==> src/rtl/exc_pkg.sv <==
// Shared definitions for the trap sequencer: FSM encoding, cause codes and the
// default handler entry point.
package exc_pkg;

  typedef enum logic [2:0] {
    ST_IDLE     = 3'd0,
    ST_FLUSH    = 3'd1,
    ST_REDIRECT = 3'd2,
    ST_HANDLER  = 3'd3,
    ST_RETURN   = 3'd4,
    ST_HALT     = 3'd5
  } exc_state_e;

  localparam logic [3:0] EXC_NONE   = 4'd0;
  localparam logic [3:0] EXC_REG    = 4'd1;
  localparam logic [3:0] EXC_PC     = 4'd2;
  localparam logic [3:0] EXC_OVF    = 4'd3;
  localparam logic [3:0] EXC_MIS_LD = 4'd4;
  localparam logic [3:0] EXC_MIS_ST = 4'd5;
  localparam logic [3:0] EXC_DIVZ   = 4'd6;

  localparam logic [31:0] HANDLER_ADDR_DEF = 32'h0000_0080;

endpackage

==> src/rtl/exc_prio_enc.sv <==
// Combinational priority encoder: raw fault sources -> any-fault flag + cause.
// Does not look at the gating stage's enable; callers qualify it themselves.
module exc_prio_enc
  import exc_pkg::*;
(
  input  logic       pc_exception,
  input  logic       reg_error,
  input  logic [7:0] alu_status,
  input  logic [1:0] mem_sig,
  output logic       fault,
  output logic [3:0] code
);

  logic ovf, mis, divz;
  logic unused_alu;

  assign ovf  = alu_status[6];
  assign mis  = alu_status[3];
  assign divz = alu_status[2];
  assign unused_alu = ^{alu_status[7], alu_status[5:4], alu_status[1:0]};

  // Highest-priority source wins; a store outranks a load on misalignment.
  always_comb begin
    code = EXC_NONE;
    if (reg_error)             code = EXC_REG;
    else if (pc_exception)     code = EXC_PC;
    else if (ovf)              code = EXC_OVF;
    else if (mis & mem_sig[1]) code = EXC_MIS_ST;
    else if (mis & mem_sig[0]) code = EXC_MIS_LD;
    else if (divz)             code = EXC_DIVZ;
  end

  assign fault = (code != EXC_NONE);

endmodule

==> src/rtl/exception_ctrl.sv <==
// Trap sequencer: records cause/PC of a suppressed instruction, flushes, redirects
// fetch to the handler, returns on eret, halts on a double fault.
// Optional: define EXC_COUNT_EN to add a saturating 16-bit trap counter (exc_count).
module exception_ctrl
  import exc_pkg::*;
#(
  parameter int              PC_W         = 32,
  parameter logic [PC_W-1:0] HANDLER_ADDR = PC_W'(HANDLER_ADDR_DEF)
) (
  input  logic            clk,
  input  logic            rst_n,
  input  logic            pc_exception,
  input  logic            reg_error,
  input  logic [7:0]      alu_status,
  input  logic [1:0]      mem_sig,
  input  logic            enable,
  input  logic [PC_W-1:0] pc_current,
  input  logic            eret,
  input  logic            redirect_ready,
  output logic            redirect_valid,
  output logic [PC_W-1:0] redirect_pc,
  output logic            flush,
  output logic            stall,
  output logic            exl,
  output logic [PC_W-1:0] epc,
  output logic [3:0]      cause,
  output logic            double_fault
`ifdef EXC_COUNT_EN
  , output logic [15:0]   exc_count
`endif
);

  exc_state_e state, state_nxt;
  logic       src_fault, fault;
  logic [3:0] code;

  exc_prio_enc u_enc (
    .pc_exception (pc_exception),
    .reg_error    (reg_error),
    .alu_status   (alu_status),
    .mem_sig      (mem_sig),
    .fault        (src_fault),
    .code         (code)
  );

  // enable=0 with no source set is an inconsistent input and not a fault.
  assign fault = !enable && src_fault;

  // State register.
  always_ff @(posedge clk or negedge rst_n) begin
    if (!rst_n) state <= ST_IDLE;
    else        state <= state_nxt;
  end

  // Next-state logic and state-decoded outputs.
  always_comb begin
    state_nxt      = state;
    redirect_valid = 1'b0;
    redirect_pc    = '0;
    flush          = 1'b0;
    stall          = 1'b0;
    unique case (state)
      ST_IDLE: if (fault) state_nxt = ST_FLUSH;
      ST_FLUSH: begin
        flush     = 1'b1;
        stall     = 1'b1;
        state_nxt = ST_REDIRECT;
      end
      ST_REDIRECT: begin
        stall          = 1'b1;
        redirect_valid = 1'b1;
        redirect_pc    = HANDLER_ADDR;
        if (redirect_ready) state_nxt = ST_HANDLER;
      end
      // Fault beats eret in the same cycle.
      ST_HANDLER: begin
        if (fault)     state_nxt = ST_HALT;
        else if (eret) state_nxt = ST_RETURN;
      end
      ST_RETURN: begin
        stall          = 1'b1;
        redirect_valid = 1'b1;
        redirect_pc    = epc;
        if (redirect_ready) state_nxt = ST_IDLE;
      end
      ST_HALT: stall = 1'b1;
      default: state_nxt = ST_IDLE;
    endcase
  end

  // Architectural trap state: epc/cause on entry, exl across the handler,
  // sticky double fault. epc survives the return.
  always_ff @(posedge clk or negedge rst_n) begin
    if (!rst_n) begin
      epc          <= '0;
      cause        <= EXC_NONE;
      exl          <= 1'b0;
      double_fault <= 1'b0;
    end else begin
      unique case (state)
        ST_IDLE: if (fault) begin
          epc   <= pc_current;
          cause <= code;
        end
        ST_FLUSH:   exl <= 1'b1;
        ST_HANDLER: if (fault) double_fault <= 1'b1;
        ST_RETURN: if (redirect_ready) begin
          exl   <= 1'b0;
          cause <= EXC_NONE;
        end
        default: ;
      endcase
    end
  end

`ifdef EXC_COUNT_EN
  logic [15:0] cnt_q;

  // Counts trap entries from IDLE only; saturates instead of wrapping.
  always_ff @(posedge clk or negedge rst_n) begin
    if (!rst_n)                                        cnt_q <= '0;
    else if (state == ST_IDLE && fault && cnt_q != 16'hFFFF) cnt_q <= cnt_q + 16'd1;
  end

  assign exc_count = cnt_q;
`endif

endmodule

==> config.mk <==
export PLATFORM = sky130hd
export DESIGN_NAME = exception_ctrl
export DESIGN_NICKNAME = d
export VERILOG_FILES = /design/src/rtl/exc_pkg.sv /design/src/rtl/exc_prio_enc.sv /design/src/rtl/exception_ctrl.sv
export SDC_FILE = /design/constraint.sdc
export NUM_CORES = 1
export LEC_CHECK = 0
export ABC_AREA = 1
export CAP_MARGIN = 15
export CORE_MARGIN = 8
export CORE_UTILIZATION = 39
export CTS_BUF_LIST = sky130_fd_sc_hd__clkbuf_8
export CTS_CLUSTER_DIAMETER = 120
export DETAILED_ROUTE_END_ITERATION = 10
export PLACE_DENSITY = 0.82
export SETUP_SLACK_MARGIN = 0.5
export SLEW_MARGIN = 20
export SYNTH_ARGS = -nofsm -noshare
export SYNTH_HDL_FRONTEND = slang
export SYNTH_SLANG_ARGS = --single-unit
==> constraint.sdc <==
create_clock -name clk -period 1.65 [get_ports clk]
set_input_delay 0.33 -clock clk [delete_from_list [all_inputs] [get_ports clk]]
set_output_delay 0.33 -clock clk [all_outputs]
set_load 0.02 [all_outputs]
# Word level (Yosys, flattened, before mapping)

Index checks and enable logic that the tools add are counted.

Bitwise operators: 3
Reductions and logical operators: 13
Mux-type cells: 21
Equality and inequality tests: 9

Operator list:

| operator           | count |
|---|---|
| $pmux 32 s2        | 1 |
| $mux 4             | 7 |
| $mux 3             | 6 |
| $pmux 3 s6         | 1 |
| $pmux 4 s2         | 1 |
| $eq 3x2->1 const B | 2 |
| $eq 3x3->1 const B | 2 |
| $ne 2x2->1 const B | 3 |
| $reduce_and 2->1   | 3 |
| $reduce_and 5->1   | 1 |
| $mux 1             | 4 |
| $reduce_bool 2->1  | 2 |
| $reduce_bool 4->1  | 1 |
| $reduce_or 4->1    | 1 |
| $eq 3x1->1 const B | 1 |
| $logic_not 3->1    | 1 |
| $ne 3x3->1 const B | 1 |
| $reduce_and 3->1   | 1 |
| $and 1x1->1        | 2 |
| $pmux 1 s2         | 1 |
| $reduce_or 2->1    | 1 |
| $logic_and 1x1->1  | 1 |
| $logic_not 1->1    | 1 |
| $not 1->1          | 1 |

Input port bits: 49
Word-level logic and storage cells: 51
Register bits: 41

# Longest topological paths before layout

Word-level depth: 10
Mapped depth: 9

# Modules after synthesis

From an unflattened synthesis, not the netlist that was laid out.

Cells, all modules: 255
Area, all modules: 2034.5 um^2

Modules (own cells, without submodules):

| module         | seq. area each (um^2) | instances | area each (um^2) | cells each |
|---|---|---|---|---|
| exception_ctrl | 1026.0                | 1         | 1945.6           | 237 |
| exc_prio_enc   | 0.0                   | 1         | 88.8             | 18 |

# Worst setup path before layout

OpenSTA, ideal clock, no wires.

Kind: register to output
Start: register state[0]
End: output port redirect_pc[0]
Path slack: 184 ps
Buffers on the path: 1
Stages on the path, launching flop included: 5
Data arrival time: 1136 ps
Path through: dfrtp_1 > nor2_2 > nand2_2 > buf_1 > nor2_1

Cells in the longest elaborated chain, start to end: 2

RTL lines:

| what                                            | RTL line             | RTL |
|---|---|---|
| start, declared                                 | exception_ctrl.sv:33 | `exc_state_e state, state_nxt;` |
| start signal, assigned                          | exception_ctrl.sv:52 | `else state <= state_nxt;` |
| $eq 3x3->1 / $eq 3x2->1 (equally long branches) | exception_ctrl.sv:62 | `unique case (state)` |
| $pmux 32 s2 *                                   | exception_ctrl.sv:62 |  |
| end, declared                                   | exception_ctrl.sv:21 | `output logic [PC_W-1:0] redirect_pc,` |

Every way passes the cells marked *; elsewhere a longest branch is shown, timed or not.

# Worst setup path after layout

Start: register state[0]
End: output port redirect_pc[7]

Same word-level chain as after synthesis.

==> impl_metrics.py <==
metrics = {
    "detailed_routing": {
        "dr_wl_met2_mm": 4.30,
        "dr_total_vias": 2296,
        "drc": 0,
        "highest_layer": "met4",
        "drtIter0Drc": 108,
        "wl_met1_mm": 3.06,
        "wl_mm": 8.03,
        "drt_first_pass_iters": 4,
        "final_antenna_net_count": 0,
        "via_per_inst": 4.68,
        "wire_per_inst_um": 16.4,
        "met3_length_um": 537,
    },
    "yosys": {
        "synth_seq_cells": 40,
        "synth_top_cell_by_area": "dfrtp_1",
        "yosys_warnings": 0,
        "synth_area_per_cell_um2": 8.51,
        "netlist_area_mm2": 0.00214,
        "ys_seq_area_share_pct": 46.9,
        "yosysUniqueCellTypes": 23,
        "synth_area_leaders": "dfrtp_1 47%, o21ai_2 13%, nand2_2 8.5%",
        "netlist.area_leader.share_pct": 46.9,
        "syn_nets": 300,
        "synthesis.instances": 251,
    },
    "power_and_ir_drop": {
        "power.share.switching_pct": 45.0,
        "p_leak_nw": 2.09,
        "ir_worst_vdd_uv": 1030,
        "p_comb_share_pct": 67.6,
        "p_switching_mw": 3.38,
        "p_int_mw": 4.14,
        "sequentialPowerShare_pct": 23.6,
        "clkPwrFrac_pct": 8.8,
        "pwr_density_cell_mw_per_mm2": 1700,
        "power_mw": 7.52,
    },
    "sta": {
        "worstMarginPinSlew_ns": 0.524,
        "max_slew_margin_pct": 65.0,
        "finalCritPeriodShare_pct": 106,
        "rsz0062_at_grt": "yes",
        "fin_skew_ns": 0.00855,
        "fmax_ghz": 0.570,
        "setup_ws_ns": -0.105,
        "period_needed_ns": 1.76,
        "finalMaxSlewViolations": 0,
        "hold_viol": 0,
        "setup_violations": 38,
    },
    "worst_setup_path": {
        "crit_fanout": 7,
        "reg2reg_from": "state[0]$_DFFE_PN0P_",
        "worst-r2r-setup-slack_ns": -0.07,
        "timing.setup.critical_path_class": "flop to primary output",
        "worstReg2RegEnd": "state[2]$_DFFE_PN0P_",
        "worstSetupEndpointType": "primary output",
        "required_ns": 1.32,
        "worstPathArrival_ns": 1.43,
        "worstRegToRegCells": 12,
        "path_cells": "nor2_4 > nand2_8 > buf_6 > inv_2 > nand2_2 > nand2_2 > buf_6",
        "critPathLaunchType": "flop",
        "crit_path_max_incr_delay_ns": 0.42,
        "crit_slowest_cell": "dfrtp_1",
    },
    "placement": {
        "io_buffers": 115,
        "preCtsSetupSlack_ns": -0.253,
        "dpl_cell_area_mm2": 0.00380,
        "hpwlAfterDp_mm": 5.24,
        "gp_congestion": 0.841,
    },
    "cts": {
        "cts.sinks": 40,
        "cts_tree": "built",
        "cts-root-buf": "clkbuf_8",
        "clkTransAtPathRegs_ns": 0.08,
        "cts.path.max_buffers": 2,
        "cts_buffers": 5,
        "insertion_delay_ns": 0.29,
        "hold_buffers": 0,
        "htreeDepth": 2,
    },
    "grt": {
        "grtUsageTotal_pct": 19.1,
        "grt_pass1_vias": 2394,
        "grt_max_degree": 41,
        "grt_overflow": 0,
        "grt_pass1_wl_mm": 12.6,
        "antenna_found_initial": 0,
    },
    "floorplan": {
        "top_level_ports": 122,
        "die_h_um": 90,
        "core_mm2": 0.00541,
        "row_count": 27,
        "fp.dieW_um": 90,
        "initial_core_util_pct": 39.5,
        "dieArea_mm2": 0.00810,
    },
    "finish": {
        "final_cell_mix": "77 x buf_6, 40 x inv_1, 40 x nand2_2",
        "fin_nets": 467,
        "syn_to_final_growth_pct": 107,
        "drive_gt1_share_pct": 63.7,
        "final_area_mm2": 0.00443,
        "antennaDiodeCount": 0,
        "layout_commonest_cell": "buf_6",
    },
    "worst_hold_path": {
        "hold_class": "input port to asynchronous set/reset pin",
    },
    "run": {
        "cap_violations": 0,
    },
    "run_status": {
        "outcome": "finished with violations",
        "violations": "negative setup slack",
    },
}
power by group through the flow:
stage	Clock, mW	Combinational [mW]	Sequential [mW]
finish	0.661	5.08	1.78
detailed placement	0	4.21	1.70
CTS	0.669	4.76	1.76
floorplan	0	1.94	2.22
global placement	0	4.10	1.67
global route	0.730	5.40	1.83
synth_stat cells:
cell type	instances
or2_1	1
clkinv_1	1
buf_8	1
nand3b_2	1
conb_1	1
a21oi_1	2
nor2_1	37
nand2_2	29
o21ai_2	32
nor2_2	1
buf_6	5
nand3_4	1
o21ai_0	1
inv_1	44
nand3_1	9
dfrtp_1	40
nand3_2	1
inv_2	2
nand2_1	36
a21oi_2	1
buf_1	3
buf_4	1
inv_6	1
logic make-up (layout without fill, tap and decap cells):
| group | count (synthesis) | count (layout) | synth area share (%) |
|---|---|---|---|
| other | 1 | 1 | 0.176 |
| and+or+nand+nor | 116 | 116 | 25.8 |
| buffers and inverters | 58 | 226 | 12.9 |
| DFF | 40 | 40 | 46.9 |
| AOI/OAI and AO/OA | 36 | 36 | 14.2 |
through the flow:
| step | std cells | setup TNS, ns | hold slack [ns] | util, % |
|---|---|---|---|---|
| after floorplan | 251 | 0 | 0.0344 | - |
| after global placement | 456 | -9.74 | 0.429 | 70.2 |
| after detailed placement | 456 | -11.73 | 0.440 | 70.2 |
| after CTS | 483 | -2.52 | 0.128 | 78.9 |
| after global routing | 491 | -5.41 | 0.137 | 81.9 |
| final | 491 | -3.03 | 0.106 | 81.9 |
flip-flops by register name (all words and copies together), names as in the netlist:
| register | count |
|---|---|
| double_fault | 1 |
| exl | 1 |
| cause | 3 |
| state | 3 |
| epc | 32 |
what timing repair did:
action | in CTS | in global routing
cloned | 4 | 1
resized for setup | 473 | 24
setup endpoints to repair | 112 | 112
setup buffers | 15 | 7
pin swaps | 14 | 6
final cells by class:
class	instances	area, µm²
repair buffers	168	1790
flip-flops and latches	40	1000
fillers	315	980
well taps	72	90.1
clock inverters	2	7.51
clock buffers	6	82.6
repair inverters	2	22.5
multi-input cells	153	1240
inverters	48	195
worst max path at each step:
stage                               from         endpoint  cells past startpoint
floorplan           state[0]$_DFFE_PN0P_   redirect_pc[0]                      4
global placement    state[0]$_DFFE_PN0P_   redirect_pc[2]                      5
detailed placement  state[0]$_DFFE_PN0P_   redirect_pc[2]                      5
CTS                 state[1]$_DFFE_PN0P_   redirect_pc[2]                      5
global route        state[0]$_DFFE_PN0P_  redirect_pc[28]                      5
finish              state[0]$_DFFE_PN0P_   redirect_pc[7]                      7
metal layers:
layer | vias up | track usage, %
li1 | 1095 | -
met5 | - | 0
met3 | 12 | 6.40
met1 | 1104 | 21.0
met4 | 0 | 3.47
met2 | 85 | 34.8
worst max-delay path: cells and delay by family (launching register included):
family                 cells  cell delay [ns]
flip-flops                 1             0.42
buffers and inverters      3             0.31
AND/OR/NAND/NOR            4             0.40
Note: power is estimated with default switching activity, not from simulation.
